**config.mk**
```make
export PLATFORM = sky130hd
export DESIGN_NAME = elapsed_timer_bcd
export DESIGN_NICKNAME = d
export VERILOG_FILES = /design/src/rtl/elapsed_timer_bcd.sv
export SDC_FILE = /design/constraint.sdc
export NUM_CORES = 1
export LEC_CHECK = 0
export CELL_PAD_IN_SITES_DETAIL_PLACEMENT = 1
export CELL_PAD_IN_SITES_GLOBAL_PLACEMENT = 1
export CORE_ASPECT_RATIO = 1.5
export CORE_MARGIN = 3
export CORE_UTILIZATION = 43
export DETAILED_ROUTE_END_ITERATION = 8
export PLACE_DENSITY_LB_ADDON = 0.1
export SYNTH_ARGS = -nofsm -noshare
export SYNTH_HDL_FRONTEND = slang
export SYNTH_SLANG_ARGS = --single-unit
export TNS_END_PERCENT = 20
```
**constraint.sdc**
```tcl
create_clock -name clk -period 7.1 [get_ports clk]
set_input_delay 1.42 -clock clk [delete_from_list [all_inputs] [get_ports clk]]
set_output_delay 1.42 -clock clk [all_outputs]
set_load 0.05 [all_outputs]
```
**src/rtl/elapsed_timer_bcd.sv**
```systemverilog
// Elapsed-time counter in BCD SS.hh with a size-dependent limit,
// timeout detection and a best-completion-time register.
module elapsed_timer_bcd #(
  parameter int TICK_DIV = 1000000
) (
  input  logic        clk,
  input  logic        rst,
  input  logic        start,
  input  logic        pause,
  input  logic        finish,
  input  logic [4:0]  size,
  output logic [15:0] elapsed,
  output logic [15:0] limit,
  output logic        running,
  output logic        paused,
  output logic        done,
  output logic        timeout,
  output logic [15:0] best,
  output logic        best_valid,
  output logic        new_best
);

  localparam int PW = (TICK_DIV > 1) ? $clog2(TICK_DIV) : 1;
  localparam logic [PW-1:0] PMAX = PW'(TICK_DIV - 1);

  typedef enum logic [2:0] {
    IDLE,
    RUN,
    PAUSED,
    DONE,
    TIMEOUT
  } state_t;

  state_t        state, state_n;
  logic [PW-1:0] presc;
  logic          tick;
  logic          go_done;
  logic          go_timeout;
  logic [15:0]   inc;

  function automatic logic [15:0] lim_of(input logic [4:0] s);
    logic [15:0] r;
    case (s)
      5'd5:    r = 16'h0300;
      5'd7:    r = 16'h0500;
      5'd9:    r = 16'h1000;
      5'd11:   r = 16'h1500;
      5'd13:   r = 16'h2000;
      5'd15:   r = 16'h2500;
      5'd17:   r = 16'h3000;
      default: r = 16'h3500;
    endcase
    return r;
  endfunction

  // Ripple BCD increment; 9999 is a fixed point so s10 saturates.
  function automatic logic [15:0] bcd_inc(input logic [15:0] v);
    logic [15:0] r;
    r = v;
    if (v != 16'h9999) begin
      if (r[3:0] != 4'd9) r[3:0] = r[3:0] + 4'd1;
      else begin
        r[3:0] = 4'd0;
        if (r[7:4] != 4'd9) r[7:4] = r[7:4] + 4'd1;
        else begin
          r[7:4] = 4'd0;
          if (r[11:8] != 4'd9) r[11:8] = r[11:8] + 4'd1;
          else begin
            r[11:8]  = 4'd0;
            r[15:12] = r[15:12] + 4'd1;
          end
        end
      end
    end
    return r;
  endfunction

  assign inc        = bcd_inc(elapsed);
  assign tick       = (state == RUN) && !pause && (presc == PMAX);
  assign go_done    = ((state == RUN) || (state == PAUSED)) && finish && !start;
  assign go_timeout = tick && !finish && !start && (inc == limit);

  assign running = (state == RUN);
  assign paused  = (state == PAUSED);
  assign done    = (state == DONE);
  assign timeout = (state == TIMEOUT);

  always_ff @(posedge clk) begin
    if (rst) state <= IDLE;
    else     state <= state_n;
  end

  always_comb begin
    state_n = state;
    if (start) state_n = RUN;
    else begin
      case (state)
        RUN: begin
          if (finish)          state_n = DONE;
          else if (pause)      state_n = PAUSED;
          else if (go_timeout) state_n = TIMEOUT;
        end
        PAUSED: begin
          if (finish)      state_n = DONE;
          else if (!pause) state_n = RUN;
        end
        default: state_n = state;
      endcase
    end
  end

  always_ff @(posedge clk) begin
    if (rst) begin
      elapsed    <= 16'h0000;
      limit      <= 16'h0000;
      presc      <= '0;
      best       <= 16'h0000;
      best_valid <= 1'b0;
      new_best   <= 1'b0;
    end else begin
      new_best <= 1'b0;
      if (start) begin
        elapsed <= 16'h0000;
        limit   <= lim_of(size);
        presc   <= '0;
      end else begin
        if ((state == RUN) && !pause)
          presc <= tick ? '0 : presc + 1'b1;
        // finish on the tick edge freezes the pre-increment value
        if (tick && !finish)
          elapsed <= inc;
        if (go_done && (!best_valid || (elapsed < best))) begin
          best       <= elapsed;
          best_valid <= 1'b1;
          new_best   <= 1'b1;
        end
      end
    end
  end

endmodule

```
# Word-level counts from Yosys, hierarchy flattened
# Cells that the tools add are included.
[classes]
n_addsub = 5
n_lt_le_gt_ge = 1
n_eq_ne = 21
n_mux = 17
n_bitwise = 1
reduce_logical = 20
[ops]
columns = ["cell", "count"]
rows = [
  ["$pmux W14 S7", 1],
  ["$add A20 B1 Y20 const B", 1],
  ["$eq A20 B20 Y1 const B", 1],
  ["$eq A5 B4 Y1 const B", 4],
  ["$mux W20", 1],
  ["$add A4 B1 Y4 const B", 4],
  ["$eq A16 B16 Y1", 1],
  ["$lt A16 B16 Y1", 1],
  ["$mux W16", 1],
  ["$mux W4", 4],
  ["$ne A16 B16 Y1 const B", 1],
  ["$ne A4 B4 Y1 const B", 4],
  ["$mux W3", 5],
  ["$mux W12", 1],
  ["$eq A5 B3 Y1 const B", 2],
  ["$logic_and A1 B1 Y1", 8],
  ["$mux W8", 1],
  ["$eq A3 B2 Y1 const B", 2],
  ["$pmux W3 S2", 1],
  ["$reduce_and A3 Y1", 2],
  ["$eq A5 B5 Y1 const B", 1],
  ["$ne A5 B4 Y1 const B", 1],
  ["$logic_not A1 Y1", 4],
  ["$ne A4 B3 Y1 const B", 1],
  ["10 further kinds", 12],
]
[word_totals]
ff_bits = 73
input_bits = 10
out_inout_bits = 54
wordCells = 73

# Logic depth before layout (Yosys ltp)
# Gate-level depths: netlist of the first run.
[depth]
word_depth = 12
ltp_mapped = 9
depth_no_buf = 8

# Least setup slack after synthesis of the first run
# Ideal clock, no wire load.
[synth_path]
path_kind = "flip-flop to output port"
from = "register state[2]"
to = "output port timeout"
t_arrival_ns = 1.799
required_time_ns = 5.680
path_slack_ns = 3.881
path_stages_with_launch = 3
path_buffers = 1
cell_sequence = "dfxtp_1 > clkbuf_1 > nor3b_1"
[synth_between]
elab_chain_cells = 1
[synth_lines]
columns = ["item", "line_no", "source"]
rows = [
  ["from (decl)", "34", "state_t state, state_n;"],
  ["from (signal assigned)", "90", "else state <= state_n;"],
  ["$eq A3 B3 Y1", "86", "assign timeout = (state == TIMEOUT);"],
  ["to (decl)", "17", "output logic timeout,"],
]
# No other way between the ends.

# Final worst setup path of the first run
[layout_path]
from = "input port pause"
to = "register elapsed[7]"
[layout_between]
elab_chain_cells = 4
[layout_lines]
columns = ["item", "line_no", "source"]
rows = [
  ["from (decl)", "9", "input logic pause,"],
  ["$logic_not A1 Y1", "79", "assign tick = (state == RUN) && !pause && (presc == PMAX);"],
  ["$logic_and A1 B1 Y1 (2 in series)", "79", ""],
  ["$logic_and A1 B1 Y1", "130", "if (tick && !finish)"],
  ["to (signal assigned)", "131", "elapsed <= inc;"],
  ["to (decl)", "12", "output logic [15:0] elapsed,"],
]
# No other way between the ends.
# A chain may end at the register's enable or synchronous reset.

==> reports/results.ini, run 1 <==
[synthesis]
synth_ff_type = dfxtp_1
seq_area_frac_synth = 0.321
synthDistinctLibCells = 62
synth-edff-count = 0
synth-async-reset-ratio = 0
syn_avg_cell_area_um2 = 8.53
syn_inst = 453
synth_seq_cells = 62
synthesis.area_mm2 = 0.00386
ys_warn_count = 0

[timing]
setup_ws_ns = 3.29
skew_ns = 0.00678
hold_ws_ns = 0.494
finalSetupTns_ns = 0
rsz0062_at_grt = no
setup_viol = 0
slew_viol_final = 0
hold_viol_final = 0
fin_crit_sh = 0.537
worstMarginPinSlew_ns = 0.866
max_slew_margin = 0.418
min_period_ns = 3.81
max_freq_mhz = 262

[clock_network]
clock_latency_ns = 0.34
ctsHoldBuffers = 0
cts_root_buf = clkbuf_16
cts_buffer_depth = 2
ctsResizeCount = 0
path_clk_slew_ns = 0.05
cts_inserted_buffers = 9
htreeDepth = 3
clock-sinks = 62
cts_setup_buffers = 0
cts_tree = done

[worst_hold_path]
hold_path.class = flop to flop
hp-start = best[13]
holdPathStages = 2

[global_route]
grt_max_degree = 43
overflow = 0
grt_usage = 0.211
grt_pass1_vias = 3638
grt_pass1_wl_um = 17400
antenna_found_initial = 0

[setup_path]
critPathMaxFanout = 16
end_kind = flop
start_kind = input port
worst_r2r_path_depth = 7
arrival_ns = 4.04
critPathLaunch = pause
timing.rr.start = elapsed[8]
worstPathRequired_ns = 7.33
critical_path_class = input port to flop

[placement]
place_congestion = 0.802
portBuffers = 52
place_ws_ns = 2.95
dp.cells = 591
hpwlAfterDp_um = 7410

[cells_and_area]
fin_cells = 607
layout.nets = 525
utilization = 0.545
n_antenna_cell = 0
fillers = 1032
areaGrowthSynthToFinish_pct = 21.0
drive_gt1_frac = 0.0540

[detailed_routing]
wl_um = 10200
first_pass_iters = 4
wl_per_cell_um = 16.9
vias = 3385
drt-initial-drc-count = 84
drtAntennaViolNets = 0
route.detailed.drc = 0
vias_per_cell = 5.58

[run_status]
status = finished, final reports clean

[floorplan]
rows = 41
dieArea_mm2 = 0.0102
die_x_um = 83.4
die_y_um = 122
num_io_pins = 64
core-area_mm2 = 0.00857
initial_core_util = 0.451

[job]
cap_violations = 0

[power]
vdd_drop_max_mv = 0.115
power_density_mw_per_mm2 = 186
p_leak_nw = 1.61

==> synth_stat cells, drive strengths merged, types with 8 or more instances <==
| cell | number | area share |
|---|---|---|
| nor2 | 49 | 0.048 |
| dfxtp | 62 | 0.32 |
| buf | 22 | 0.040 |
| xor2 | 22 | 0.050 |
| clkbuf | 10 | 0.0097 |
| a21oi | 22 | 0.031 |
| o21ai | 8 | 0.010 |
| nand2 | 26 | 0.026 |
| ha | 20 | 0.065 |
| nand4 | 16 | 0.028 |
| nand3 | 18 | 0.023 |
| inv | 29 | 0.028 |
| nand2b | 34 | 0.055 |
| mux2i | 20 | 0.052 |
==> sequential cells by signal, indices dropped and copies added (netlist names) <==
register,flops
presc,20
best,16
elapsed,16
limit,5
state,3
best_valid,1
new_best,1
==> placed cells by master, fill, tap and decap left out, types with 3 or more instances in the layout <==
master,instances
a211oi_1,3
a21oi_1,21
a311oi_1,4
o21ai_0,8
nor2b_1,4
a31oi_1,4
nor3b_1,3
and4_1,3
a211o_1,3
nand3_1,18
xnor2_1,7
xor2_1,22
clkbuf_16,9
inv_1,29
nor2_1,49
clkdlybuf4s50_1,52
nor3_1,6
nand2_1,25
and3b_1,3
nand2b_1,34
dfxtp_1,62
and3_1,4
clkinv_2,3
o211ai_1,4
nand4b_1,3
nand4_1,15
mux2i_1,20
o31ai_1,3
conb_1,11
ha_1,20
a21o_1,4
==> per-layer routing <==
layer	up-vias	track usage	wire length [µm]
li1	1663	-	-
met1	1653	0.241	4240
met2	51	0.388	5520
met3	18	0.0352	278
met4	0	0.0849	211
met5	-	0	0
==> where the power goes <==
group | total (mW) | switching, mW | internal, mW
Sequential | 0.356 | 0.00487 | 0.351
Combinational | 0.0675 | 0.0448 | 0.0226
Clock | 0.446 | 0.157 | 0.289
Total | 0.869 | 0.207 | 0.663
==> cells by family (layout without fill, tap and decap cells) <==
family,after synthesis,in the layout,synth area share
buffers and inverters,61,98,0.0777
AOI/OAI and AO/OA,69,69,0.125
DFF,62,62,0.321
xor gates and xnor gates,29,29,0.0658
adders and majority gates,20,20,0.0648
other,1,11,0.000971
and+or+nand+nor,190,190,0.289
muxes,21,21,0.0547
==> worst paths after layout <==
check               end  slack, ns
min            best[13]       0.49
max reg2reg    state[0]       4.03
max          elapsed[7]       3.29
min reg2reg    best[13]       0.49
==> critical path: stages <==
cell	delay (ns)
clkdlybuf4s50_1	0.54
nor4b_4	0.42
nand4_2	0.22
nor4_4	0.77
and3_1	0.34
a21oi_1	0.10
a2111oi_2	0.23
==> area by class of cell <==
type	instances	area, µm²	area share
multi-input combinational	340	2360	0.505
sequential	62	1240	0.266
timing repair buffer	53	528	0.113
clock buffer	12	256	0.0549
tap	107	134	0.0287
inverter	29	109	0.0233
clock inverter	4	45.0	0.00964
==> metrics by stage <==
step / power, mW / instance area, µm²
3_3_place_gp: 0.430 / 4370
4_1_cts: 0.877 / 4670
5_1_grt: 0.902 / 4670
6_report: 0.869 / 4670
2_1_floorplan: 0.417 / 3900
3_5_place_dp: 0.431 / 4370
(Power assumes the default switching activity.)
==> run 2: changes to the inputs <==
--- a/config.mk
+++ b/config.mk
@@ -9,7 +9,7 @@
 export CELL_PAD_IN_SITES_GLOBAL_PLACEMENT = 1
 export CORE_ASPECT_RATIO = 1.5
 export CORE_MARGIN = 3
-export CORE_UTILIZATION = 43
+export CORE_UTILIZATION = 36
 export DETAILED_ROUTE_END_ITERATION = 8
 export PLACE_DENSITY_LB_ADDON = 0.1
 export SYNTH_ARGS = -nofsm -noshare
==> constraint.sdc (replaced) <==
create_clock -name clk -period 3.5 [get_ports clk]
set_input_delay 0.7 -clock clk [delete_from_list [all_inputs] [get_ports clk]]
set_output_delay 0.7 -clock clk [all_outputs]
set_load 0.05 [all_outputs]
==> run 2 against run 1 <==
  * Register-to-register slack got worse by 3.5 ns
  * Clock-buffer cell count fell by 3
  * Global-route usage fell by 2.7 points
  * Hold slack got worse by 0.0017 ns
  * Sequential power rose by 100%
  * Critical path depth rose by 1
  * Critical endpoint is now state[0]
  * Largest cell class unchanged
  * Highest routed layer unchanged
==> reports/results.ini, run 2 (synthesis gave the netlist of run 1 again) <==
[setup_path]
critPathMaxFanout = 8  ; -8
start_kind = flop
worstPathRequired_ns = 3.71  ; -3.62 ns
arrival_ns = 3.15  ; -0.89 ns
end_kind = flop
critical_path_class = flop to flop

[cells_and_area]
largest_register_ff_count = 20  ; unchanged
final_area_mm2 = 0.00482  ; +3.2%
top_register = presc
final_common_cell = dfxtp_1
most-common-layout-cells = dfxtp_1 (62), clkdlybuf4s50_1 (52), nor2_1 (49)
drive_gt1_frac = 0.0853  ; +0.0313
layout.nets = 541  ; +3.0%
reg_top3 = presc (20), best (16), elapsed (16)
n_antenna_cell = 0  ; unchanged
areaGrowthSynthToFinish_pct = 24.9

[timing]
max_freq_mhz = 340
fin_crit_sh = 0.841
slew_viol_final = 0  ; unchanged
finalSetupTns_ns = 0  ; unchanged
max_slew_margin = 0.542  ; +0.124
hold_viol_final = 0  ; unchanged
rsz0062_at_grt = no
skew_ns = 0.00638  ; -0.000405 ns
worstMarginPinSlew_ns = 0.669  ; -0.197 ns
setup_viol = 0  ; unchanged
min_period_ns = 2.94

[clock_network]
htreeDepth = 3  ; unchanged
ctsResizeCount = 0  ; unchanged
cts_root_buf = clkbuf_16
cts_buffer_depth = 2  ; unchanged
cts_inserted_buffers = 9  ; unchanged
clock-sinks = 62  ; unchanged
clock_latency_ns = 0.33  ; about the same
cts_setup_buffers = 0  ; unchanged
ctsHoldBuffers = 0  ; unchanged
path_clk_slew_ns = 0.06  ; about the same
cts_tree = done

[power]
swShare = 0.249  ; +0.0113
vdd_drop_max_mv = 0.236  ; +110%
clkPwrFrac = 0.503  ; -0.010
p_leak_nw = 1.68  ; +4.4%
sequentialPowerShare = 0.415  ; +0.005
p_int_mw = 1.31  ; +97%
p_switching_mw = 0.433  ; +110%
pwr-share-comb = 0.081  ; +0.003
power_density_mw_per_mm2 = 361  ; +94%

[detailed_routing]
wl_um = 10700  ; +4.5%
drt-initial-drc-count = 125  ; +49%
drtAntennaViolNets = 0  ; unchanged
vias = 3405  ; +0.59%
vias_per_cell = 5.18  ; -7.1%
route.detailed.drc = 0  ; unchanged
wl_per_cell_um = 16.3  ; -3.4%
first_pass_iters = 4  ; unchanged

[floorplan]
initial_core_util = 0.375  ; -0.0760
core-area_mm2 = 0.0103  ; +20%
rows = 45  ; +9.8%
die_x_um = 90.6  ; +8.6%
dieArea_mm2 = 0.0120  ; +18%
num_io_pins = 64  ; unchanged
die_y_um = 133  ; +8.8%

[placement]
portBuffers = 52  ; unchanged
place_congestion = 0.818  ; +1.9%
hpwlAfterDp_um = 7960  ; +7.5%
placed_area_mm2 = 0.00453  ; +3.7%

[job]
cap_violations = 0  ; unchanged

[global_route]
grt_usage = 0.184  ; -0.0269
grt_pass1_vias = 3627  ; -0.30%
grt_max_degree = 40  ; -7.0%
grt_pass1_wl_um = 18000  ; +3.3%
overflow = 0  ; unchanged
antenna_found_initial = 0  ; unchanged

[worst_hold_path]
hold_path.class = flop to flop

[run_status]
status = finished, final reports clean

## run 2: layout make-up
cell class,count,area [µm²]
clock inverters,7,65.1
clock buffers,9,225
fillers,1222,5480
repair buffers,69,648
inverters,29,109
flip-flops and latches,62,1240
multi-input cells,340,2360
well taps,141,176
## run 2: worst max-delay path, stage by stage, from the launching register on
cell and delay (ns):
dfxtp_1 0.50, inv_1 0.15, ha_1 0.22, and3b_1 0.27
nor4_4 0.37, mux2_1 0.38, a2111oi_0 0.59, and4b_1 0.29
a311oi_1 0.05
## run 2: routing by layer
| metal | vias to the layer above | global-route usage | share of wire |
|---|---|---|---|
| met5 | - | 0 | 0 |
| met4 | 0 | 0.0818 | 0.028 |
| met3 | 21 | 0.0279 | 0.020 |
| met2 | 43 | 0.336 | 0.53 |
| met1 | 1657 | 0.210 | 0.42 |
| li1 | 1684 | - | - |
## run 2: power by group through the flow
stage / sequential, mW / combinational [mW] / clock [mW]
2_1_floorplan: 0.749 / 0.0974 / 0
3_3_place_gp: 0.738 / 0.140 / 0
3_5_place_dp: 0.737 / 0.142 / 0
4_1_cts: 0.722 / 0.143 / 0.897
5_1_grt: 0.723 / 0.151 / 0.934
6_report: 0.723 / 0.141 / 0.875
## run 2: final timing paths
| path | from | end | slack, ns | cells past startpoint |
|---|---|---|---|---|
| min | best[6] | best[6] | 0.49 | 2 |
| max reg2reg | elapsed[13] | state[0] | 0.56 | 8 |
| min reg2reg | best[6] | best[6] | 0.49 | 2 |
| max | elapsed[13] | state[0] | 0.56 | 8 |
## run 2: stage by stage
stage	util	hold slack [ns]	instances	total power [mW]	setup slack, ns
after global placement	0.440	0.472	641	0.878	0.484
after CTS	0.468	0.495	657	1.76	0.528
after detailed placement	0.440	0.485	641	0.880	0.337
final	0.468	0.493	657	1.74	0.555
after floorplan	-	0.462	463	0.846	0.623
after global routing	0.468	0.518	657	1.81	0.236
